<file path="config.mk">
export PLATFORM = sky130hd
export DESIGN_NAME = lc4_operand_stage
export DESIGN_NICKNAME = d
export VERILOG_FILES = /design/src/rtl/lc4_operand_stage_pkg.sv /design/src/rtl/lc4_regfile.sv /design/src/rtl/lc4_operand_stage.sv
export SDC_FILE = /design/constraint.sdc
export NUM_CORES = 2
export LEC_CHECK = 0
export CORE_MARGIN = 2
export CORE_UTILIZATION = 40
export DETAILED_ROUTE_END_ITERATION = 7
export GPL_ROUTABILITY_DRIVEN = 0
export RECOVER_POWER = 50
export SYNTH_ARGS = -nofsm -noshare
export SYNTH_HDL_FRONTEND = slang
export SYNTH_SLANG_ARGS = --single-unit
export TNS_END_PERCENT = 30
</file>
<file path="constraint.sdc">
create_clock -name clk -period 2.2 [get_ports clk]
set_input_delay 0.22 -clock clk [delete_from_list [all_inputs] [get_ports clk]]
set_output_delay 0.22 -clock clk [all_outputs]
set_load 0.03 [all_outputs]
</file>
<file path="src/rtl/lc4_operand_stage_pkg.sv">
// Shared LC4 opcode constants, instruction field positions and operand-usage decode.
// lc4_alu imports the same package so both ends agree on the encoding.
package lc4_operand_stage_pkg;

  localparam int OPC_HI = 19;
  localparam int OPC_LO = 15;
  localparam int RD_HI  = 14;
  localparam int RD_LO  = 12;
  localparam int RS_HI  = 11;
  localparam int RS_LO  = 9;
  localparam int RT_HI  = 7;
  localparam int RT_LO  = 5;

  typedef enum logic [4:0] {
    OP_NOP   = 5'b00000,
    OP_BRN   = 5'b00001,
    OP_BRZ   = 5'b00010,
    OP_BRP   = 5'b00011,
    OP_BRNZP = 5'b00100,
    OP_ADD   = 5'b00101,
    OP_SUB   = 5'b00110,
    OP_MUL   = 5'b00111,
    OP_JSR   = 5'b01000,
    OP_AND   = 5'b01001,
    OP_OR    = 5'b01010,
    OP_CONST = 5'b01011,
    OP_XOR   = 5'b01100,
    OP_SLL   = 5'b01101,
    OP_SRL   = 5'b01110,
    OP_SDRL  = 5'b01111,
    OP_SRA   = 5'b10000,
    OP_NOT   = 5'b10001,
    OP_SDL   = 5'b10010,
    OP_XMP   = 5'b10011,
    OP_TCS   = 5'b10100,
    OP_TCDH  = 5'b10101
  } lc4_opcode_e;

  // NOP and the branch family are the only opcodes without a destination.
  function automatic logic writes_rd(input logic [4:0] op);
    return op > OP_BRNZP;
  endfunction

  function automatic logic uses_rs(input logic [4:0] op);
    return (op > OP_BRNZP) && (op != OP_JSR) && (op != OP_CONST);
  endfunction

  function automatic logic uses_rt(input logic [4:0] op);
    logic r;
    case (op)
      OP_ADD, OP_SUB, OP_SDRL, OP_SDL, OP_XMP: r = 1'b1;
      default:                                 r = 1'b0;
    endcase
    return r;
  endfunction

endpackage

</file>
<file path="src/rtl/lc4_regfile.sv">
// NREGS x WORD_SIZE register file: one write port, two combinational read
// ports that forward a same-cycle write, asynchronous active-low clear.
module lc4_regfile #(
  parameter int WORD_SIZE = 256,
  parameter int NREGS     = 8,
  localparam int AW       = $clog2(NREGS)
) (
  input  logic                 clk,
  input  logic                 rst_n,
  input  logic                 we,
  input  logic [AW-1:0]        waddr,
  input  logic [WORD_SIZE-1:0] wdata,
  input  logic [AW-1:0]        raddr1,
  input  logic [AW-1:0]        raddr2,
  output logic [WORD_SIZE-1:0] rdata1,
  output logic [WORD_SIZE-1:0] rdata2
);

  logic [WORD_SIZE-1:0] regs [NREGS];

  always_ff @(posedge clk or negedge rst_n) begin
    if (!rst_n) begin
      for (int i = 0; i < NREGS; i++) regs[i] <= '0;
    end else if (we) begin
      regs[waddr] <= wdata;
    end
  end

  assign rdata1 = (we && waddr == raddr1) ? wdata : regs[raddr1];
  assign rdata2 = (we && waddr == raddr2) ? wdata : regs[raddr2];

endmodule

</file>
<file path="src/rtl/lc4_operand_stage.sv">
// LC4 operand-fetch/issue stage: busy-bit scoreboard against the writeback port,
// one output register feeding lc4_alu, writeback snooping while the output stalls.
module lc4_operand_stage
  import lc4_operand_stage_pkg::*;
#(
  parameter int WORD_SIZE = 256,
  parameter int NREGS     = 8,
  parameter int INSN      = 19,
  parameter int IADDR     = 10
) (
  input  logic                 clk,
  input  logic                 rst_n,
  input  logic                 i_valid,
  output logic                 o_ready,
  input  logic [INSN:0]        i_insn,
  input  logic [IADDR:0]       i_pc,
  output logic                 o_valid,
  input  logic                 i_ready,
  output logic [INSN:0]        o_insn,
  output logic [IADDR:0]       o_pc,
  output logic [WORD_SIZE-1:0] o_r1data,
  output logic [WORD_SIZE-1:0] o_r2data,
  output logic                 o_carry,
  input  logic                 i_wb_en,
  input  logic [2:0]           i_wb_rd,
  input  logic [WORD_SIZE-1:0] i_wb_data,
  input  logic                 i_wb_carry_en,
  input  logic                 i_wb_carry
);

  logic [4:0]           in_op, out_op;
  logic [2:0]           in_rd, in_rs, in_rt, out_rs, out_rt;
  logic [NREGS-1:0]     busy, busy_clr, busy_set, busy_eff;
  logic                 blocked, accept, carry_q, carry_eff;
  logic [WORD_SIZE-1:0] rs_data, rt_data;

  assign in_op  = i_insn[OPC_HI:OPC_LO];
  assign in_rd  = i_insn[RD_HI:RD_LO];
  assign in_rs  = i_insn[RS_HI:RS_LO];
  assign in_rt  = i_insn[RT_HI:RT_LO];
  assign out_op = o_insn[OPC_HI:OPC_LO];
  assign out_rs = o_insn[RS_HI:RS_LO];
  assign out_rt = o_insn[RT_HI:RT_LO];

  lc4_regfile #(.WORD_SIZE(WORD_SIZE), .NREGS(NREGS)) u_regfile (
    .clk    (clk),
    .rst_n  (rst_n),
    .we     (i_wb_en),
    .waddr  (i_wb_rd),
    .wdata  (i_wb_data),
    .raddr1 (in_rs),
    .raddr2 (in_rt),
    .rdata1 (rs_data),
    .rdata2 (rt_data)
  );

  // Hazards are judged against the scoreboard after this cycle's writeback clear,
  // so a consumer issues in the same cycle its producer writes back.
  always_comb begin
    busy_clr = '0;
    if (i_wb_en) busy_clr[i_wb_rd] = 1'b1;
  end

  assign busy_eff = busy & ~busy_clr;
  assign blocked  = (uses_rs(in_op) & busy_eff[in_rs]) |
                    (uses_rt(in_op) & busy_eff[in_rt]) |
                    (writes_rd(in_op) & busy_eff[in_rd]);
  assign o_ready  = (!o_valid | i_ready) & !(i_valid & blocked);
  assign accept   = i_valid & o_ready;

  always_comb begin
    busy_set = '0;
    if (accept && writes_rd(in_op)) busy_set[in_rd] = 1'b1;
  end

  assign carry_eff = i_wb_carry_en ? i_wb_carry : carry_q;

  always_ff @(posedge clk or negedge rst_n) begin
    if (!rst_n) begin
      busy    <= '0;
      carry_q <= 1'b0;
    end else begin
      busy <= busy_eff | busy_set;
      if (i_wb_carry_en) carry_q <= i_wb_carry;
    end
  end

  always_ff @(posedge clk or negedge rst_n) begin
    if (!rst_n) begin
      o_valid  <= 1'b0;
      o_insn   <= '0;
      o_pc     <= '0;
      o_r1data <= '0;
      o_r2data <= '0;
      o_carry  <= 1'b0;
    end else if (accept) begin
      o_valid  <= 1'b1;
      o_insn   <= i_insn;
      o_pc     <= i_pc;
      o_r1data <= rs_data;
      o_r2data <= rt_data;
      o_carry  <= carry_eff;
    end else if (o_valid && i_ready) begin
      o_valid <= 1'b0;
    end else if (o_valid) begin
      // Held instruction picks up writebacks only for operands it actually uses.
      if (i_wb_en && uses_rs(out_op) && i_wb_rd == out_rs) o_r1data <= i_wb_data;
      if (i_wb_en && uses_rt(out_op) && i_wb_rd == out_rt) o_r2data <= i_wb_data;
      if (i_wb_carry_en) o_carry <= i_wb_carry;
    end
  end

endmodule

</file>
* Word level (Yosys, flattened, before mapping)
Index checks and enable logic that the tools add are counted. Widths: inputs -> output; s select.
Operators by class: $add $sub $neg 0, $mul 0, divide/modulo/power cells 0, order comparisons 12, eq/ne operators 19, shift-type cells 0, muxes and demuxes 43, bitwise gates (word level) 15, reduce and logical (&&, ||, !) cells 27
Operator list (count):
- $mux 256 | 15
- $bwmux 2048 | 1
- $bmux 256 s3 | 2
- $demux 256 s3 | 1
- $eq 5x3->1 const B | 4
- $eq 5x5->1 const B | 4
- $ne 5x4->1 const B | 4
- $mux 1 | 17
- $lt 3x4->1 const B | 4
- $mux 8 | 2
- $logic_and 1x1->1 | 15
- $eq 3x3->1 | 4
- $ge 4x4->1 const B | 3
- $not 3->4 | 3
- $eq 5x4->1 const B | 2
- $gt 5x3->1 const B | 2
- $reduce_bool 2->1 | 5
- $reduce_or 5->1 | 2
- $bmux 1 s3 | 3
- $reduce_and 3->1 | 3
- $and 8x8->8 | 1
- $not 8->8 | 1
- $or 8x8->8 | 1
- $and 1x1->1 | 6
- 6 further kinds | 11
Word-level totals: register bits 2602, latch bits 0, RAM bits 0, memory bits (read-only) 0, input bits 297, output and inout bits 546, logic and storage cells 132, memories kept 0

* Logic depth before layout (Yosys ltp)
depth in word-level cells 23, depth in mapped cells 12

* Modules after synthesis
From an unflattened synthesis, not the netlist that was laid out.
Second synthesis, totals: cell total of the unflattened synthesis 8825, area total of the unflattened synthesis 140903.9 µm²
By module, submodules not included:
- lc4_regfile | times used 1, cells each 6988, area an instance 113287.4 µm²
- lc4_operand_stage | times used 1, cells each 1837, area an instance 27616.5 µm²

* Worst setup path after synthesis
No wires, ideal clock.
kind input-to-reg, start point in i_insn[9], end point reg o_r1data[125], library setup time 126 ps, arrival time 2585 ps, data required time 2074 ps, setup slack -511 ps, stages on the path 8, path buffers 4, cell sequence buf_2 clkbuf_1 clkbuf_1 buf_1 mux4_2 mux2_2 nor3_1 o31ai_1
Between the ends: longest elaborated chain between the ends 11, elaborated cells between the ends (all ways) 21, classes of those cells eq/ne: 2; mux: 7; bitwise: 7; reduce/logical: 5
RTL lines:
- start, declared | RTL line lc4_operand_stage.sv:15 | input logic [INSN:0] i_insn,
- $bmux 1 s3 | RTL line lc4_operand_stage.sv:65 | assign blocked = (uses_rs(in_op) & busy_eff[in_rs]) |
- $mux 1 (implied by the code) | RTL line lc4_operand_stage.sv:65
- $and 1x1->1 | RTL line lc4_operand_stage.sv:65
- $or 1x1->1 | RTL line lc4_operand_stage.sv:65
- $or 1x1->1 | RTL line lc4_operand_stage.sv:66 | (uses_rt(in_op) & busy_eff[in_rt]) |
- $and 1x1->1 | RTL line lc4_operand_stage.sv:68 | assign o_ready = (!o_valid | i_ready) & !(i_valid & blocked);
- $logic_not 1->1 | RTL line lc4_operand_stage.sv:68
- $and 1x1->1 | RTL line lc4_operand_stage.sv:68
- $and 1x1->1 | RTL line lc4_operand_stage.sv:69 | assign accept = i_valid & o_ready;
- $ne 2x2->1 (no source line) or $reduce_bool 2->1 (tied branches)
- $reduce_and 3->1 (no source line)
- end signal, assigned | RTL line lc4_operand_stage.sv:100 | o_r1data <= rs_data;
- end signal, assigned | RTL line lc4_operand_stage.sv:107 | if (i_wb_en && uses_rs(out_op) && i_wb_rd == out_rs) o_r1data <= i_wb_data;
- end, declared | RTL line lc4_operand_stage.sv:21 | output logic [WORD_SIZE-1:0] o_r1data,
Several ways; a longest one is shown, not always the timed one. The select of a mux whose other input is x is not followed. A chain may end at the register's enable or synchronous reset.

* Worst setup path in the final report
start point reg busy[4], end point reg o_r2data[140]
Between the ends: longest elaborated chain between the ends 12, elaborated cells between the ends (all ways) 21, classes of those cells eq/ne: 1; mux: 7; bitwise: 9; reduce/logical: 4
RTL lines:
- start, declared | RTL line lc4_operand_stage.sv:33 | logic [NREGS-1:0] busy, busy_clr, busy_set, busy_eff;
- start signal, assigned | RTL line lc4_operand_stage.sv:83 | busy <= busy_eff | busy_set;
- $and 8x8->8 * | RTL line lc4_operand_stage.sv:64 | assign busy_eff = busy & ~busy_clr;
- $bmux 1 s3 (on tied branches) | RTL line lc4_operand_stage.sv:65, lc4_operand_stage.sv:66
- $mux 1 (on tied branches) | RTL line lc4_operand_stage.sv:65, lc4_operand_stage.sv:66
- $and 1x1->1 (on tied branches) | RTL line lc4_operand_stage.sv:65, lc4_operand_stage.sv:66
- $or 1x1->1 | RTL line lc4_operand_stage.sv:65
- $or 1x1->1 * | RTL line lc4_operand_stage.sv:66
- $and 1x1->1 * | RTL line lc4_operand_stage.sv:68
- $logic_not 1->1 * | RTL line lc4_operand_stage.sv:68
- $and 1x1->1 * | RTL line lc4_operand_stage.sv:68
- $and 1x1->1 * | RTL line lc4_operand_stage.sv:69
- $ne 2x2->1 (no source line) or $reduce_bool 2->1 (tied branches)
- $reduce_and 3->1 (no source line)
- end signal, assigned | RTL line lc4_operand_stage.sv:101 | o_r2data <= rt_data;
- end signal, assigned | RTL line lc4_operand_stage.sv:108 | if (i_wb_en && uses_rt(out_op) && i_wb_rd == out_rt) o_r2data <= i_wb_data;
- end, declared | RTL line lc4_operand_stage.sv:22 | output logic [WORD_SIZE-1:0] o_r2data,
Every way passes the cells marked *; elsewhere a longest branch is shown, timed or not. The select of a mux whose other input is x is not followed.

==> results.py <==
metrics = {
    "outcome": {
        "outcome": "finished with violations",
        "violations": "capacitance limit, slew limit, setup timing",
    },
    "cts": {
        "clock-sinks": 2602,
        "cts-root-buf": "clkbuf_16",
        "clkTransAtPathRegs_ns": 0.06,
        "cts_tree": "yes",
        "insertion_delay_ns": 0.96,
        "cts_buffers": 301,
        "h-tree-depth": 5,
        "clockBufferDepth": 4,
    },
    "timing": {
        "fin_tns_setup_ns": -423.51,
        "fmax_ghz": 0.361,
        "setup_viol": 2171,
        "fin_crit_ns": 2.77,
        "max_slew_margin_pct": -44.4,
        "tightest_slew_ns": 2.17,
        "slew_viol_final": 34,
        "period_share_pct": 126,
        "fin_skew_ns": 0.0659,
        "layout_setup_ws_ns": -0.568,
        "hold_viol": 0,
        "rsz0062_at_grt": "yes",
    },
    "drt": {
        "wirelength_mm": 474,
        "final_antenna_net_count": 0,
        "vias": 105000,
        "drt-wirelength-per-cell_microns": 26.7,
        "drtIter0Drc": 9960,
        "firstDrtPassIters": 6,
        "drc_errors": 0,
        "routed_via_density": 5.92,
    },
    "global_routing": {
        "antenna_found_initial": 17,
        "met1_usage_pct": 37.3,
        "grt_util_met2_pct": 44.1,
        "grt_busiest_layer": "met2",
        "grt_pass1_wl_mm": 708,
        "grt_use_total_pct": 27.3,
        "grt_max_degree": 128,
        "grt.overflow.total": 0,
        "grt_pass1_vias": 106000,
        "grt_use_met3_pct": 3.90,
    },
    "finish": {
        "drive_gt1_share_pct": 29.5,
        "fin_nets": 13300,
        "multi_input_area_sq_mm": 0.0665,
        "fillers": 29600,
        "final_cells": 17800,
        "seq_area_sq_mm": 0.0651,
        "area_growth_pct": 22.8,
    },
    "die": {
        "fp.dieArea_sq_mm": 0.343,
        "rows": 213,
        "die_height_microns": 585,
        "io_pins": 843,
        "initial_utilization_pct": 40.2,
        "core-area_sq_mm": 0.337,
        "dieWidth_microns": 585,
    },
    "setup_path": {
        "crit_type": "flip-flop to flip-flop",
        "cp-start-kind": "flip-flop",
        "critPathRequiredTime_ns": 2.99,
        "endpoint_kind": "flip-flop",
        "critPathMaxFanout": 28,
        "worstPathArrival_ns": 3.56,
        "r2r_cells": 11,
        "regToRegSetupSlack_ns": -0.57,
    },
    "yosys": {
        "post-synth-top-count-cell": "nand2_1",
        "yosysSeqAreaShare_pct": 48.2,
        "ys_seq_elements": 2602,
        "async_reset_ff_share_pct": 100,
        "synth_edf_count": 0,
        "synth_nets": 12600,
        "synth_flop_cell": "dfrtp_1",
        "synth_area_leaders": "dfrtp_1, mux4_2, nand2_1",
        "synth_top_cell_area_share_pct": 48.2,
        "synthCells": 12300,
        "syn_avg_cell_area_sq_um": 11.0,
        "synth_area_sq_mm": 0.135,
        "ys_types": 47,
        "yosysTopAreaCell": "dfrtp_1",
        "synth-warning-count": 0,
        "synthTopCellsByCount": "nand2_1, dfrtp_1, mux2_2, clkbuf_1, mux4_2",
    },
    "placed_design": {
        "dp_hpwl_mm": 298,
        "port_buffers": 842,
        "pre_cts_ws_ns": -1.42,
        "dp.cells": 17100,
    },
    "pwr": {
        "p_int_w": 0.118,
        "leakagePower_nw": 73.9,
        "finalPower_w": 0.181,
        "cellPowerDensity_mw_per_mm2": 1090,
        "vdd_drop_max_uv": 851,
        "switching_share_pct": 34.5,
        "p_clk_share_pct": 29.1,
        "power_switching_w": 0.0623,
        "p_seq_share_pct": 38.9,
        "power_frac_comb_pct": 32.0,
    },
    "worst_hold_path": {
        "hold_depth": 3,
        "hp-class": "input pin to flip-flop",
    },
    "flow_run": {
        "cap_violations": 1,
    },
}
worst max-delay path: stages, from the launching register on:
cell and delay, ns:
dfrtp_1 0.42, nor2b_4 0.14, a32oi_2 0.16, a22oi_2 0.10, a311oi_2 0.32, buf_4 0.17, nand3_4 0.13, buf_12 0.19
and2_4 0.16, buf_12 0.18, buf_16 0.26, o31ai_1 0.26
routing by layer:
metal / share of wire, % / vias to the layer above
met5: 0.0072 / -
met4: 4.0 / 6
met3: 7.2 / 863
met2: 48 / 4483
met1: 41 / 54900
li1: - / 44800
power groups by stage:
stage | clock (W) | combinational, W | sequential [W]
after floorplan | 0 | 0.0260 | 0.0764
after global placement | 0 | 0.0551 | 0.0703
after detailed placement | 0 | 0.0559 | 0.0705
after CTS | 0.0534 | 0.0576 | 0.0700
after global routing | 0.0553 | 0.0615 | 0.0716
final | 0.0525 | 0.0579 | 0.0703
kinds of logic after synthesis:
group	synth area share, %
xor gates and xnor gates	0.0842
and+or+nand+nor	15.0
buffers and inverters	4.03
muxes	27.7
DFF	48.2
AOI/OAI and AO/OA	4.95
layout by cell type (no fill, tap or decap), types with 8 or more instances in the layout:
cell type        count
nor3_1             343
nand2_1           3944
bufinv_16           27
inv_6                8
o21ai_0             10
mux2_2            1281
clkdlybuf4s50_1    833
clkbuf_8            62
clkbuf_16          306
o31ai_2            101
dlygate4sd3_1       30
dfrtp_1           2602
clkinv_2            51
inv_16               8
nand3_1            521
o31ai_1            400
buf_8               22
buf_12             237
o31ai_4             13
clkbuf_4            14
buf_4              472
mux4_2            1024
nor3_2             163
clkbuf_1            61
a21oi_1            512
clkbuf_2            14
buf_16              25
diode_2             13
buf_6               22
xnor2_1              8
final cells by class:
class	instances	area share [%]
timing repair buffer	1677	11.2
clock inverter	112	0.973
clock buffer	423	5.19
sequential	2602	39.2
antenna	13	0.0196
tap	4515	3.40
multi-input combinational	8410	40.0
inverter	5	0.0113
path summary, 6_finish.rpt:
path / startpoint / to
max: busy[4]$_DFF_PN0_ / o_r2data[140]$_DFFE_PN0P_
min: i_wb_data[227] / u_regfile.regs[2019]$_DFFE_PN0P_
max reg2reg: busy[4]$_DFF_PN0_ / o_r2data[140]$_DFFE_PN0P_
min reg2reg: o_insn[13]$_DFFE_PN0P_ / o_insn[13]$_DFFE_PN0P_
max in group asynchronous: rst_n / u_regfile.regs[2029]$_DFFE_PN0P_
min in group asynchronous: rst_n / u_regfile.regs[1404]$_DFFE_PN0P_
sequential cells by signal, indices dropped and copies added (netlist names):
name            cells
busy                8
carry_q             1
o_carry             1
o_insn             20
o_pc               11
o_r1data          256
o_r2data          256
o_valid             1
u_regfile.regs   2048
per-stage QoR:
| step | area, sq um | hold slack [ns] | utilization (%) |
|---|---|---|---|
| after floorplan | 136000 | -0.0756 | - |
| after global placement | 153000 | 0.458 | 45.6 |
| after detailed placement | 153000 | 0.461 | 45.6 |
| after CTS | 166000 | 0.00654 | 49.2 |
| after global routing | 166000 | 0.0766 | 49.3 |
| final | 166000 | 0.0741 | 49.3 |
repair_timing:
action / in CTS / in global routing
buffers inserted: 28 / 10
hold buffers: 30 / 0
gates cloned: 21 / 5
gates resized for setup: 212 / 53
pin swaps: 37 / 7
hold endpoints to repair: 2503 / 0
endpoints found under the setup margin: 1100 / 1376
No activity file was read; power rests on OpenSTA's default activity.
